## src/rtl/mul_div_pkg.sv

```systemverilog
// mul_div_pkg
// Shared definitions for the multiply/divide unit: operation encodings,
// FSM state type and small op-decode helpers.
package mul_div_pkg;

  localparam logic [1:0] OP_MULTU = 2'b00;
  localparam logic [1:0] OP_MULT  = 2'b01;
  localparam logic [1:0] OP_DIVU  = 2'b10;
  localparam logic [1:0] OP_DIV   = 2'b11;

  typedef enum logic [1:0] {
    IDLE = 2'b00,
    CALC = 2'b01,
    FIX  = 2'b10,
    DONE = 2'b11
  } state_e;

  // Bit 1 of the op code selects divide, bit 0 selects signed operands.
  function automatic logic op_is_div(input logic [1:0] op);
    return op[1];
  endfunction

  function automatic logic op_is_signed(input logic [1:0] op);
    return op[0];
  endfunction

endpackage

```

## src/rtl/mul_div_cond_neg.sv

```systemverilog
// mul_div_cond_neg
// Conditional two's-complement negate. Used both to take operand
// magnitudes and to apply the result sign after the unsigned core.
// Ports:
//   a   in  W  value
//   neg in  1  1 = output -a, 0 = output a
//   y   out W  result
module mul_div_cond_neg #(
  parameter int W = 32
) (
  input  logic [W-1:0] a,
  input  logic         neg,
  output logic [W-1:0] y
);

  assign y = neg ? (~a + W'(1)) : a;

endmodule

```

## src/rtl/mul_div_unit.sv

```systemverilog
// mul_div_unit
// Multi-cycle multiply/divide unit with architectural HI/LO registers.
// Multiply is shift-add (one multiplier bit per cycle), divide is
// restoring (one quotient bit per cycle). Signed ops run on magnitudes
// and the sign is applied in the FIX cycle.
// Optional feature: define MUL_DIV_EARLY_TERM_EN to let a multiply leave
// CALC as soon as the remaining multiplier bits are all zero.
// Ports:
//   clk_i          in  1      clock, rising edge
//   rst_i          in  1      asynchronous active-low reset
//   start_i        in  1      begin operation (sampled in IDLE only)
//   op_i           in  2      00 MULTU, 01 MULT, 10 DIVU, 11 DIV
//   src1_i         in  WIDTH  multiplicand / dividend
//   src2_i         in  WIDTH  multiplier / divisor
//   hi_we_i        in  1      MTHI strobe (IDLE only)
//   lo_we_i        in  1      MTLO strobe (IDLE only)
//   wdata_i        in  WIDTH  MTHI/MTLO data
//   busy_o         out 1      operation in flight
//   done_o         out 1      one-cycle pulse, HI/LO just updated
//   div_by_zero_o  out 1      pulses with done_o on a zero divisor
//   hi_o, lo_o     out WIDTH  HI / LO registers
module mul_div_unit
  import mul_div_pkg::*;
#(
  parameter int WIDTH = 32
) (
  input  logic             clk_i,
  input  logic             rst_i,
  input  logic             start_i,
  input  logic [1:0]       op_i,
  input  logic [WIDTH-1:0] src1_i,
  input  logic [WIDTH-1:0] src2_i,
  input  logic             hi_we_i,
  input  logic             lo_we_i,
  input  logic [WIDTH-1:0] wdata_i,
  output logic             busy_o,
  output logic             done_o,
  output logic             div_by_zero_o,
  output logic [WIDTH-1:0] hi_o,
  output logic [WIDTH-1:0] lo_o
);

  localparam int CNT_W = $clog2(WIDTH) + 1;

  state_e               state_reg;
  logic                 is_div_reg;
  logic [CNT_W-1:0]     cnt_reg;
  logic [2*WIDTH-1:0]   acc_reg;    // mult: product; div: {remainder, quotient}
  logic [2*WIDTH-1:0]   mcand_reg;  // mult: multiplicand, shifted left each step
  logic [WIDTH-1:0]     b_reg;      // mult: remaining multiplier; div: divisor
  logic                 neg_q_reg;
  logic                 neg_r_reg;
  logic                 dbz_reg;
  logic [WIDTH-1:0]     hi_reg;
  logic [WIDTH-1:0]     lo_reg;
  logic                 busy_reg;
  logic                 done_reg;
  logic                 dbz_out_reg;

  // Operand magnitudes (raw values for unsigned ops).
  logic             sgn;
  logic [WIDTH-1:0] abs1;
  logic [WIDTH-1:0] abs2;

  assign sgn = op_is_signed(op_i);

  mul_div_cond_neg #(.W(WIDTH)) u_abs1 (
    .a(src1_i), .neg(sgn & src1_i[WIDTH-1]), .y(abs1)
  );
  mul_div_cond_neg #(.W(WIDTH)) u_abs2 (
    .a(src2_i), .neg(sgn & src2_i[WIDTH-1]), .y(abs2)
  );

  // Restoring divide step. The bit shifted out of the top of the
  // remainder is kept as a carry so the trial compare is WIDTH+1 bits.
  logic [2*WIDTH-1:0] div_shift;
  logic               div_ge;
  logic [2*WIDTH-1:0] div_next;

  assign div_shift = {acc_reg[2*WIDTH-2:0], 1'b0};
  assign div_ge    = {acc_reg[2*WIDTH-1], div_shift[2*WIDTH-1:WIDTH]} >= {1'b0, b_reg};
  assign div_next  = div_ge ? {div_shift[2*WIDTH-1:WIDTH] - b_reg, div_shift[WIDTH-1:1], 1'b1}
                            : div_shift;

  // Shift-add multiply step.
  logic [2*WIDTH-1:0] mul_next;
  logic [WIDTH-1:0]   b_shift_next;

  assign mul_next     = b_reg[0] ? (acc_reg + mcand_reg) : acc_reg;
  assign b_shift_next = b_reg >> 1;

  // Once no multiplier bits remain, further steps add nothing, so the
  // counter may be cleared and the product is already final.
  logic early_next;
`ifdef MUL_DIV_EARLY_TERM_EN
  assign early_next = ~is_div_reg & (b_shift_next == '0);
`else
  assign early_next = 1'b0;
`endif

  // Result sign fix-up.
  logic [2*WIDTH-1:0] prod_fix;
  logic [WIDTH-1:0]   quo_fix;
  logic [WIDTH-1:0]   rem_fix;

  mul_div_cond_neg #(.W(2*WIDTH)) u_fix_prod (
    .a(acc_reg), .neg(neg_q_reg), .y(prod_fix)
  );
  mul_div_cond_neg #(.W(WIDTH)) u_fix_quo (
    .a(acc_reg[WIDTH-1:0]), .neg(neg_q_reg), .y(quo_fix)
  );
  mul_div_cond_neg #(.W(WIDTH)) u_fix_rem (
    .a(acc_reg[2*WIDTH-1:WIDTH]), .neg(neg_r_reg), .y(rem_fix)
  );

  always_ff @(posedge clk_i or negedge rst_i) begin
    if (!rst_i) begin
      state_reg   <= IDLE;
      is_div_reg  <= 1'b0;
      cnt_reg     <= '0;
      acc_reg     <= '0;
      mcand_reg   <= '0;
      b_reg       <= '0;
      neg_q_reg   <= 1'b0;
      neg_r_reg   <= 1'b0;
      dbz_reg     <= 1'b0;
      hi_reg      <= '0;
      lo_reg      <= '0;
      busy_reg    <= 1'b0;
      done_reg    <= 1'b0;
      dbz_out_reg <= 1'b0;
    end else begin
      done_reg    <= 1'b0;
      dbz_out_reg <= 1'b0;
      case (state_reg)
        IDLE: begin
          if (start_i) begin
            is_div_reg <= op_is_div(op_i);
            neg_q_reg  <= sgn & (src1_i[WIDTH-1] ^ src2_i[WIDTH-1]);
            neg_r_reg  <= sgn & src1_i[WIDTH-1];
            dbz_reg    <= op_is_div(op_i) & (src2_i == '0);
            cnt_reg    <= CNT_W'(WIDTH);
            b_reg      <= abs2;
            busy_reg   <= 1'b1;
            state_reg  <= CALC;
            if (op_is_div(op_i)) begin
              acc_reg   <= {{WIDTH{1'b0}}, abs1};
              mcand_reg <= '0;
            end else begin
              acc_reg   <= '0;
              mcand_reg <= {{WIDTH{1'b0}}, abs1};
            end
          end else begin
            // Start wins over MTHI/MTLO in the same cycle.
            if (hi_we_i) hi_reg <= wdata_i;
            if (lo_we_i) lo_reg <= wdata_i;
          end
        end
        CALC: begin
          if (cnt_reg == '0) begin
            state_reg <= FIX;
          end else begin
            if (is_div_reg) begin
              acc_reg <= div_next;
            end else begin
              acc_reg   <= mul_next;
              mcand_reg <= mcand_reg << 1;
              b_reg     <= b_shift_next;
            end
            cnt_reg <= early_next ? '0 : cnt_reg - CNT_W'(1);
          end
        end
        FIX: begin
          if (is_div_reg) begin
            // A zero divisor leaves the remainder equal to the dividend,
            // so HI already holds the original src1; LO is forced to ones.
            hi_reg <= rem_fix;
            lo_reg <= dbz_reg ? {WIDTH{1'b1}} : quo_fix;
          end else begin
            hi_reg <= prod_fix[2*WIDTH-1:WIDTH];
            lo_reg <= prod_fix[WIDTH-1:0];
          end
          busy_reg    <= 1'b0;
          done_reg    <= 1'b1;
          dbz_out_reg <= dbz_reg;
          state_reg   <= DONE;
        end
        DONE: begin
          state_reg <= IDLE;
        end
        default: state_reg <= IDLE;
      endcase
    end
  end

  assign busy_o        = busy_reg;
  assign done_o        = done_reg;
  assign div_by_zero_o = dbz_out_reg;
  assign hi_o          = hi_reg;
  assign lo_o          = lo_reg;

endmodule
```

## config.mk

```make
export PLATFORM = sky130hd
export DESIGN_NAME = mul_div_unit
export DESIGN_NICKNAME = d
export VERILOG_FILES = /design/src/rtl/mul_div_pkg.sv /design/src/rtl/mul_div_cond_neg.sv /design/src/rtl/mul_div_unit.sv
export SDC_FILE = /design/constraint.sdc
export NUM_CORES = 1
export LEC_CHECK = 0
export ABC_CLOCK_PERIOD_IN_PS = 10100
export CORE_MARGIN = 2
export CORE_UTILIZATION = 52
export CTS_CLUSTER_SIZE = 20
export DETAILED_ROUTE_END_ITERATION = 10
export DONT_BUFFER_PORTS = 1
export PLACE_DENSITY = 0.79
export SYNTH_ARGS = -nofsm -noshare
export SYNTH_HDL_FRONTEND = slang
export SYNTH_SLANG_ARGS = --single-unit
```

## constraint.sdc

```tcl
create_clock -name clk_i -period 10.1 [get_ports clk_i]
set_clock_uncertainty 0.2 [all_clocks]
set_input_delay 2.02 -clock clk_i [delete_from_list [all_inputs] [get_ports clk_i]]
set_output_delay 2.02 -clock clk_i [all_outputs]
set_load 0.02 [all_outputs]
```

* After elaboration in Yosys (flattened, before gate mapping)
Cells that the tools add are included.
** Storage, ports and cells
- Flip-flop bits (word level) :: 239
- Logic and storage cells :: 97
** Cells by class
- Add/sub/neg operators :: 8
- Magnitude comparators :: 1
- Eq/ne operators :: 11
- Multiplexer cells :: 40
- Bitwise operators :: 10
- Reductions and logical operators :: 13
** Operators by type and width (number)
- 64-bit two-way mux :: 9
- 32-bit two-way mux :: 16
- 64-bit one-hot mux with 2 select lines :: 2
- 32-bit one-hot mux with 2 select lines :: 3
- 32-bit by 1-bit adder with 32-bit output (second input constant) :: 4
- 32-bit inverter :: 4
- 64-bit by 1-bit adder with 64-bit output (second input constant) :: 1
- 64-bit adder :: 1
- 64-bit inverter :: 1
- 33-bit by 32-bit >= comparator with 1-bit output :: 1
- 32-bit zero test :: 1
- 32-bit subtractor :: 1
- 2-bit inequality test (second input constant) :: 7
- 6-bit two-way mux :: 2
- 6-bit one-hot mux with 2 select lines :: 1
- 3-bit AND reduction :: 3
- 2-bit one-hot mux with 4 select lines :: 1
- 4-bit AND reduction :: 2
- 6-bit zero test :: 1
- 2-bit AND reduction :: 3
- 6-bit by 1-bit subtractor with 6-bit output (second input constant) :: 1
- 1-bit AND :: 4
- 2-bit == test (second input constant) :: 2
- 2-bit two-way mux :: 2
- other kinds (7) :: 10

* Logic depth before layout (Yosys ltp)
Gate-level depths: netlist of run 1.
- Word-level depth :: 6
- Depth in mapped cells :: 15

* Cells and area by module
Synthesis of run 1 repeated with hierarchy kept, for this count alone.
** Unflattened totals
- Cells, all modules :: 2610
- Area, all modules :: 21698.3 µm²
** By module, submodules not included
- mul_div_unit :: instances 1, cells each 2017, area an instance 17060.1 µm², sequential area each 5980.7 µm²
- mul_div_cond_neg at u_abs1 ... :: instances 4, cells each 99, area an instance 777.0 µm², sequential area each 0.0 µm²
- mul_div_cond_neg at u_fix_prod :: instances 1, cells each 197, area an instance 1530.2 µm², sequential area each 0.0 µm²

* Worst setup path after synthesis of run 1
No wires, ideal clock.
- Path kind :: input to register
- Start :: input port src1_i[23]
- End :: register acc_reg[29]
- Setup time :: 131 ps
- Arrival time :: 3993 ps
- Slack :: 5776 ps
- Stages :: 7
- Buffers on the path :: 0
- Path through :: or4_1 or4_1 or2_2 o31ai_1 xnor2_1 a222oi_1 o21ai_1
** On the way
- Cells in the longest elaborated chain, start to end :: 6
** Ends and longest elaborated chain
- start, declared :: line mul_div_unit.sv:31 : input logic [WIDTH-1:0] src1_i,
- 32-bit inverter :: line mul_div_cond_neg.sv:16 : assign y = neg ? (~a + W'(1)) : a;
- 32-bit by 1-bit adder with 32-bit output :: line mul_div_cond_neg.sv:16
- 32-bit two-way mux :: line mul_div_cond_neg.sv:16
- 32-bit two-way mux :: line mul_div_unit.sv:146 : if (op_is_div(op_i)) begin
- 64-bit two-way mux :: line mul_div_unit.sv:137 : if (start_i) begin
- 64-bit one-hot mux with 2 select lines :: line mul_div_unit.sv:135 : case (state_reg)
- end signal, assigned :: line mul_div_unit.sv:147 : acc_reg <= {{WIDTH{1'b0}}, abs1};
- end signal, assigned :: line mul_div_unit.sv:164 : acc_reg <= div_next;
- end signal, assigned :: line mul_div_unit.sv:166 : acc_reg <= mul_next;
- end, declared :: line mul_div_unit.sv:48 : logic [2*WIDTH-1:0] acc_reg;
No other way between the ends. The select of a mux whose other input is x is not followed.
A chain may end at the register's enable or synchronous reset.

* Worst setup path in the final report of run 1
- Start :: register state_reg[1]
- End :: register acc_reg[43]
** On the way
- Cells in the longest elaborated chain, start to end :: 3
- Elaborated cells on any way between the ends :: 8
- Classes of those cells :: eq/ne: 4; mux: 1; reduce/logical: 3
** Ends and longest elaborated chain
- start, declared :: line mul_div_unit.sv:45 : state_e state_reg;
- start signal, assigned :: line mul_div_unit.sv:118 : state_reg <= IDLE;
- start signal, assigned :: line mul_div_unit.sv:145 : state_reg <= CALC;
- start signal, assigned :: line mul_div_unit.sv:161 : state_reg <= FIX;
- 2-bit by 1-bit == test with 1-bit output / 2-bit zero test (equally long branches) :: line mul_div_unit.sv:135
- 3-bit inequality test (no source line), or another cell as far along
- 4-bit AND reduction (no source line)
Several ways; a longest one is shown, not always the timed one.

==> impl_metrics.env, run 1 <==
export IMPL_hold_buffers=0
export IMPL_antenna_found_initial=0
export IMPL_cts_buffers=28
export IMPL_fmax_ghz=0.219
export IMPL_globalRouteMet2Util_pct=49.8
export IMPL_share_comb_of_total_power_pct=61.5
export IMPL_syn_inst=2446
export IMPL_drc=0
export IMPL_tightest_slew_ps=1170
export IMPL_p_sw_w=0.00434
export IMPL_postRouteAntennaNets=0
export IMPL_synth_top_area_cell="dfrtp_1"
export IMPL_synth_edf_count=0
export IMPL_grt_max_degree=240
export IMPL_ys_flop_type="dfrtp_1"
export IMPL_crit_required_ps=10380
export IMPL_p_leak_nw=8.77
export IMPL_yosys_warnings=0
export IMPL_grt_ovfl_total=0
export IMPL_setup_viol=0
export IMPL_synthToLayoutAreaGrowth_pct=6.42
export IMPL_cts_tree="yes"
export IMPL_syn_cell_area_um2=19300
export IMPL_p_seq_share_pct=25.3
export IMPL_io_pins=170
export IMPL_routed_via_count=18600
export IMPL_wl_per_cell_um=22.5
export IMPL_use_met3_pct=6.35
export IMPL_ys_ff_latch=239
export IMPL_io_buffers=0
export IMPL_final_util_pct=56.1
export IMPL_grtUsageMet1_pct=47.1
export IMPL_drtPass1Iterations=6
export IMPL_drt_total_wl_um=64000
export IMPL_grtUsageTotal_pct=32.6
export IMPL_start_util_pct=52.7
export IMPL_die_h_um=197
export IMPL_holdWs_ps=325
export IMPL_ir_worst_vdd_v=0.000224
export IMPL_synth_top_cell_area_share_pct=31.0
export IMPL_place_gp_congestion=0.971
export IMPL_switching_share_pct=52.9
export IMPL_power_frac_clock_pct=13.2
export IMPL_period_minus_slack_ps=4570
export IMPL_avgViaCountPerCell=6.55
export IMPL_outcome="completed"
export IMPL_root_buffer="clkbuf_16"
export IMPL_seq_area_frac_synth_pct=31.0
export IMPL_avgSynthCellArea_um2=7.89
export IMPL_clkSinkCount=239
export IMPL_slew_headroom_pct=21.9
export IMPL_cts_buffer_depth=3
export IMPL_post_cts_buffers=0
export IMPL_finalHoldViolations=0
export IMPL_final_max_slew_violation_count=0
export IMPL_cts_repair_resized=0
export IMPL_crit_type="reg -> reg"
export IMPL_p_int_w=0.00386
export IMPL_rsz0062_at_grt="false"
export IMPL_cp_end_kind="flip-flop"
export IMPL_synth_async_reset_ratio_pct=100
export IMPL_min_period_over_period_pct=45.3
export IMPL_drive_gt1_share_pct=4.63
export IMPL_cp_max_fo=50
export IMPL_fillers=3433
export IMPL_antenna_cells=0
export IMPL_chipWidth_um=197
export IMPL_htree_levels=1
export IMPL_synth_area_leaders="dfrtp_1, o21ai_0, ha_1, xnor2_1, nand2_1"
export IMPL_crit_path_start_kind="flip-flop"
export IMPL_grt_pass1_vias=17700
export IMPL_p_per_area_nw_per_um2=399
export IMPL_cap_viol_max_count=0
export IMPL_fp_row_count=70
export IMPL_core_um2=36600
export IMPL_grt_pass1_wl_um=100000
export IMPL_worst_ep_arrival_time_ps=4850
export IMPL_synth_nets=2655
export IMPL_nNetsFinal=2561
export IMPL_die_area_um2=38700
export IMPL_yosysUniqueCellTypes=86
export IMPL_gr_max_usage_layer="met2"
export IMPL_drt_iter0_markers=1794
export IMPL_holdCritPathClass="reg -> reg"
export IMPL_hpwl_um=48600
export IMPL_clk_latency_ps=570
export IMPL_finalSetupTns_ps=0
export IMPL_path_clk_slew_ps=60
## cells by family after synthesis
family | after synthesis | synth area share (%)
compound gates | 840 | 27.7
simple gates | 788 | 18.5
flops | 239 | 31.0
buf+inv | 230 | 4.65
xor+xnor | 209 | 9.48
fa+ha+maj | 106 | 6.95
mux | 34 | 1.77
## critical path, stage by stage, from the launching register on
cell and delay, ps:
dfrtp_1 400, inv_1 140, ha_4 560, clkinv_1 640, a31oi_1 580, and2_1 320, o21ai_0 270, nor2_1 790
nand3_1 160, mux2i_1 180, a221oi_1 70, o21ai_0 130
## per-stage QoR
step | instance area [µm²] | worst slack [ps] | std cells | power (W)
floorplan | 19300 | 5780 | 2446 | 0.00563
global placement | 19600 | 5380 | 2790 | 0.00686
detailed placement | 19600 | 5230 | 2790 | 0.00698
CTS | 20500 | 5620 | 2842 | 0.00809
global route | 20500 | 5350 | 2842 | 0.00879
finish | 20500 | 5530 | 2842 | 0.00820
## worst paths after layout
path | startpoint | endpoint | slack (ps) | cells past startpoint
hold reg to reg | cnt_reg[5] | cnt_reg[5] | 330 | 2
setup / recovery | state_reg[1] | acc_reg[43] | 5530 | 11
setup reg to reg | state_reg[1] | acc_reg[43] | 5530 | 11
min in group asynchronous | rst_i | mcand_reg[16] | 950 | 0
max in group asynchronous | rst_i | mcand_reg[63] | 8470 | 0
hold / removal | cnt_reg[5] | cnt_reg[5] | 330 | 2
## cell type report
type / count / area (µm²) / share of cell area [%]
Timing Repair Buffer: 22 / 165 / 0.804
Clock buffer: 36 / 782 / 3.81
Sequential cell: 239 / 5980 / 29.1
Inverter: 84 / 315 / 1.53
Multi-Input combinational cell: 1977 / 12500 / 60.9
Clock inverter: 16 / 194 / 0.944
Tap cell: 468 / 586 / 2.85
## power groups by stage
stage                     clock network (W)  logic, W  registers [W]
after floorplan                           0   0.00383        0.00181
after global placement                    0   0.00481        0.00205
after detailed placement                  0   0.00492        0.00207
after CTS                           0.00109   0.00494        0.00205
after global routing                0.00113   0.00555        0.00211
final                               0.00109   0.00504        0.00207
## layout by cell type (no fill, tap or decap), drive strengths merged, types with 21 or more instances in the layout
master,instances
a211oi,25
a21o,51
a21oi,166
a221oi,51
a22o,37
a31oi,23
buf,22
clkbuf,36
dfrtp,239
ha,104
inv,84
mux2i,33
nand2,312
nand2b,25
nand3,43
nand4,23
nor2,236
nor3,38
o211ai,22
o21ai,294
o21bai,21
o22ai,37
o31ai,21
xnor2,137
xor2,72
## synth_stat cells (22+ instances only)
cell type,n
a211oi_1,24
a21o_1,51
a21oi_1,165
a221oi_1,49
a22o_1,37
a31oi_1,22
clkbuf_1,129
dfrtp_1,239
ha_1,104
inv_1,83
mux2i_1,33
nand2_1,312
nand2b_1,25
nand3_1,43
nand4_1,23
nor2_1,236
nor3_1,38
o21ai_0,281
o22ai_1,37
xnor2_1,137
xor2_1,72
## routing by layer
metal / vias to the layer above / part of all wire, %
li1: 8663 / -
met1: 9004 / 44
met2: 854 / 44
met3: 107 / 9.5
met4: 0 / 2.6
met5: - / 0
Power figures use the tool's default switching activity.
==> run 2, diff against run 1 <==
- ABC_CLOCK_PERIOD_IN_PS: 10100 -> 4600
- clock period: 10.1 -> 4.6 ns (I/O delays scaled with it)
==> impl_metrics.env, run 2 (same netlist as run 1, synthesis figures left out) <==
export IMPL_die_area_um2=38700
export IMPL_holdWs_ps=-149
export IMPL_root_buffer="clkbuf_16"
export IMPL_finalSetupTns_ps=0
export IMPL_final_common_cell="nand2_1"
export IMPL_antenna_cells=0
export IMPL_crit_chain="ha_1 > a2111oi_0 > a211oi_1 > a21oi_1 > o31ai_1 > buf_4 > nand3_1 > a31oi_1 > buf_4 > a221oi_1 > o21ai_0 > a21oi_1 > o2bb2ai_1 > a31oi_1"
export IMPL_rsz0062_at_grt="false"
export IMPL_worst_ep_arrival_time_ps=4520
export IMPL_drtPass1Iterations=6
export IMPL_tightest_slew_ps=1260
export IMPL_fp_row_count=70
export IMPL_drc=0
export IMPL_avgViaCountPerCell=6.57
export IMPL_post_cts_buffers=0
export IMPL_finalHoldViolations=239
export IMPL_clkSinkCount=239
export IMPL_clk_latency_ps=570
export IMPL_final_cell_mix="nand2_1, o21ai_0, dfrtp_1, nor2_1, a21oi_1"
export IMPL_place_area_um2=19800
export IMPL_routed_via_count=18900
export IMPL_grt_ovfl_total=0
export IMPL_cts_buffer_depth=3
export IMPL_grt_pass1_wl_um=101000
export IMPL_crit_path_start_kind="flip-flop"
export IMPL_synthToLayoutAreaGrowth_pct=7.77
export IMPL_setup_viol=0
export IMPL_grt_max_degree=240
export IMPL_drt_total_wl_um=65100
export IMPL_violations="negative hold slack"
export IMPL_nNetsFinal=2596
export IMPL_crit_required_ps=4900
export IMPL_p_leak_nw=8.95
export IMPL_cp_max_fo=7
export IMPL_fmax_ghz=0.237
export IMPL_min_period_over_period_pct=91.8
export IMPL_ir_worst_vdd_v=0.000394
export IMPL_die_h_um=197
export IMPL_outcome="finished with violations"
export IMPL_design_area_um2=20800
export IMPL_place_gp_congestion=0.995
export IMPL_cp_slowest_stage_delay_ps=550
export IMPL_hpwl_um=50000
export IMPL_crit_slowest_cell="a2111oi_0"
export IMPL_p_per_area_nw_per_um2=884
export IMPL_crit_path_start="acc_reg[6]"
export IMPL_drt_iter0_markers=2256
export IMPL_r2r_cells=14
export IMPL_start_util_pct=52.7
export IMPL_holdCritPathClass="in -> async"
export IMPL_crit_type="reg -> reg"
export IMPL_grtUsageTotal_pct=33.1
export IMPL_final_max_slew_violation_count=0
export IMPL_core_um2=36600
export IMPL_io_buffers=0
export IMPL_htree_levels=1
export IMPL_chipWidth_um=197
export IMPL_drive_gt1_share_pct=5.86
export IMPL_cp_end_kind="flip-flop"
export IMPL_slew_headroom_pct=15.5
export IMPL_period_minus_slack_ps=4220
export IMPL_r2r_setup_slack_ps=380
export IMPL_fillers=3370
export IMPL_cts_tree="yes"
export IMPL_grt_pass1_vias=17800
export IMPL_postRouteAntennaNets=0
export IMPL_wl_per_cell_um=22.6
export IMPL_cap_viol_max_count=0
export IMPL_cts_repair_resized=0
export IMPL_antenna_found_initial=0
export IMPL_cts_buffers=29
export IMPL_io_pins=170
export IMPL_reg2reg_from="acc_reg[6]"
export IMPL_path_clk_slew_ps=60
[run 2: cell types whose count changed in the layout (fill, tap and decap cells not counted), moves of 2 or more]
| cell | delta |
|---|---|
| clkinvlp_4 | -2 |
| buf_12 | +2 |
| clkinv_2 | -3 |
| clkinv_4 | +2 |
| buf_4 | +32 |
[run 2: critical path: cells and delay by family, from the launching register on]
kind | cells | cell delay (ps)
compound gates | 10 | 2570
fa+ha+maj | 1 | 430
buf+inv | 2 | 340
simple gates | 1 | 140
flops | 1 | 460
[run 2: final timing paths]
path                                  to
setup / recovery             acc_reg[61]
hold / removal             mcand_reg[17]
setup reg to reg             acc_reg[61]
hold reg to reg                 b_reg[1]
max in group asynchronous  mcand_reg[60]
min in group clk_i              b_reg[1]
[run 2: power breakdown]
part / internal, W / switching, W
Sequential: 0.00299 / 0.00139
Combinational: 0.00430 / 0.00736
Clock: 0.00139 / 0.000961
Total: 0.00868 / 0.00971
[run 2: metal layers]
layer | GRT usage, % | vias up | wire length (µm)
li1 | - | 8727 | -
met1 | 47.5 | 9099 | 29100
met2 | 50.7 | 929 | 28100
met3 | 5.61 | 139 | 5500
met4 | 11.3 | 0 | 2370
met5 | 0 | - | 0
[run 2: stage by stage]
step / hold WS (ps) / instances / worst slack, ps / util [%] / total power, W
2_1_floorplan: 264 / 2446 / 1070 / - / 0.0124
3_3_place_gp: 298 / 2824 / 620 / 54.2 / 0.0156
3_5_place_dp: 313 / 2824 / 513 / 54.2 / 0.0157
4_1_cts: -164 / 2875 / 507 / 56.8 / 0.0181
5_1_grt: -167 / 2875 / 133 / 56.8 / 0.0196
6_report: -149 / 2875 / 375 / 56.8 / 0.0184
[run 2: layout make-up]
class | instances | area (µm²) | area share, %
inverters | 84 | 315 | 1.52
flip-flops and latches | 239 | 5980 | 28.7
multi-input cells | 1977 | 12500 | 60.2
well taps | 468 | 586 | 2.81
clock buffers | 38 | 800 | 3.84
clock inverters | 13 | 160 | 0.770
repair buffers | 56 | 445 | 2.14
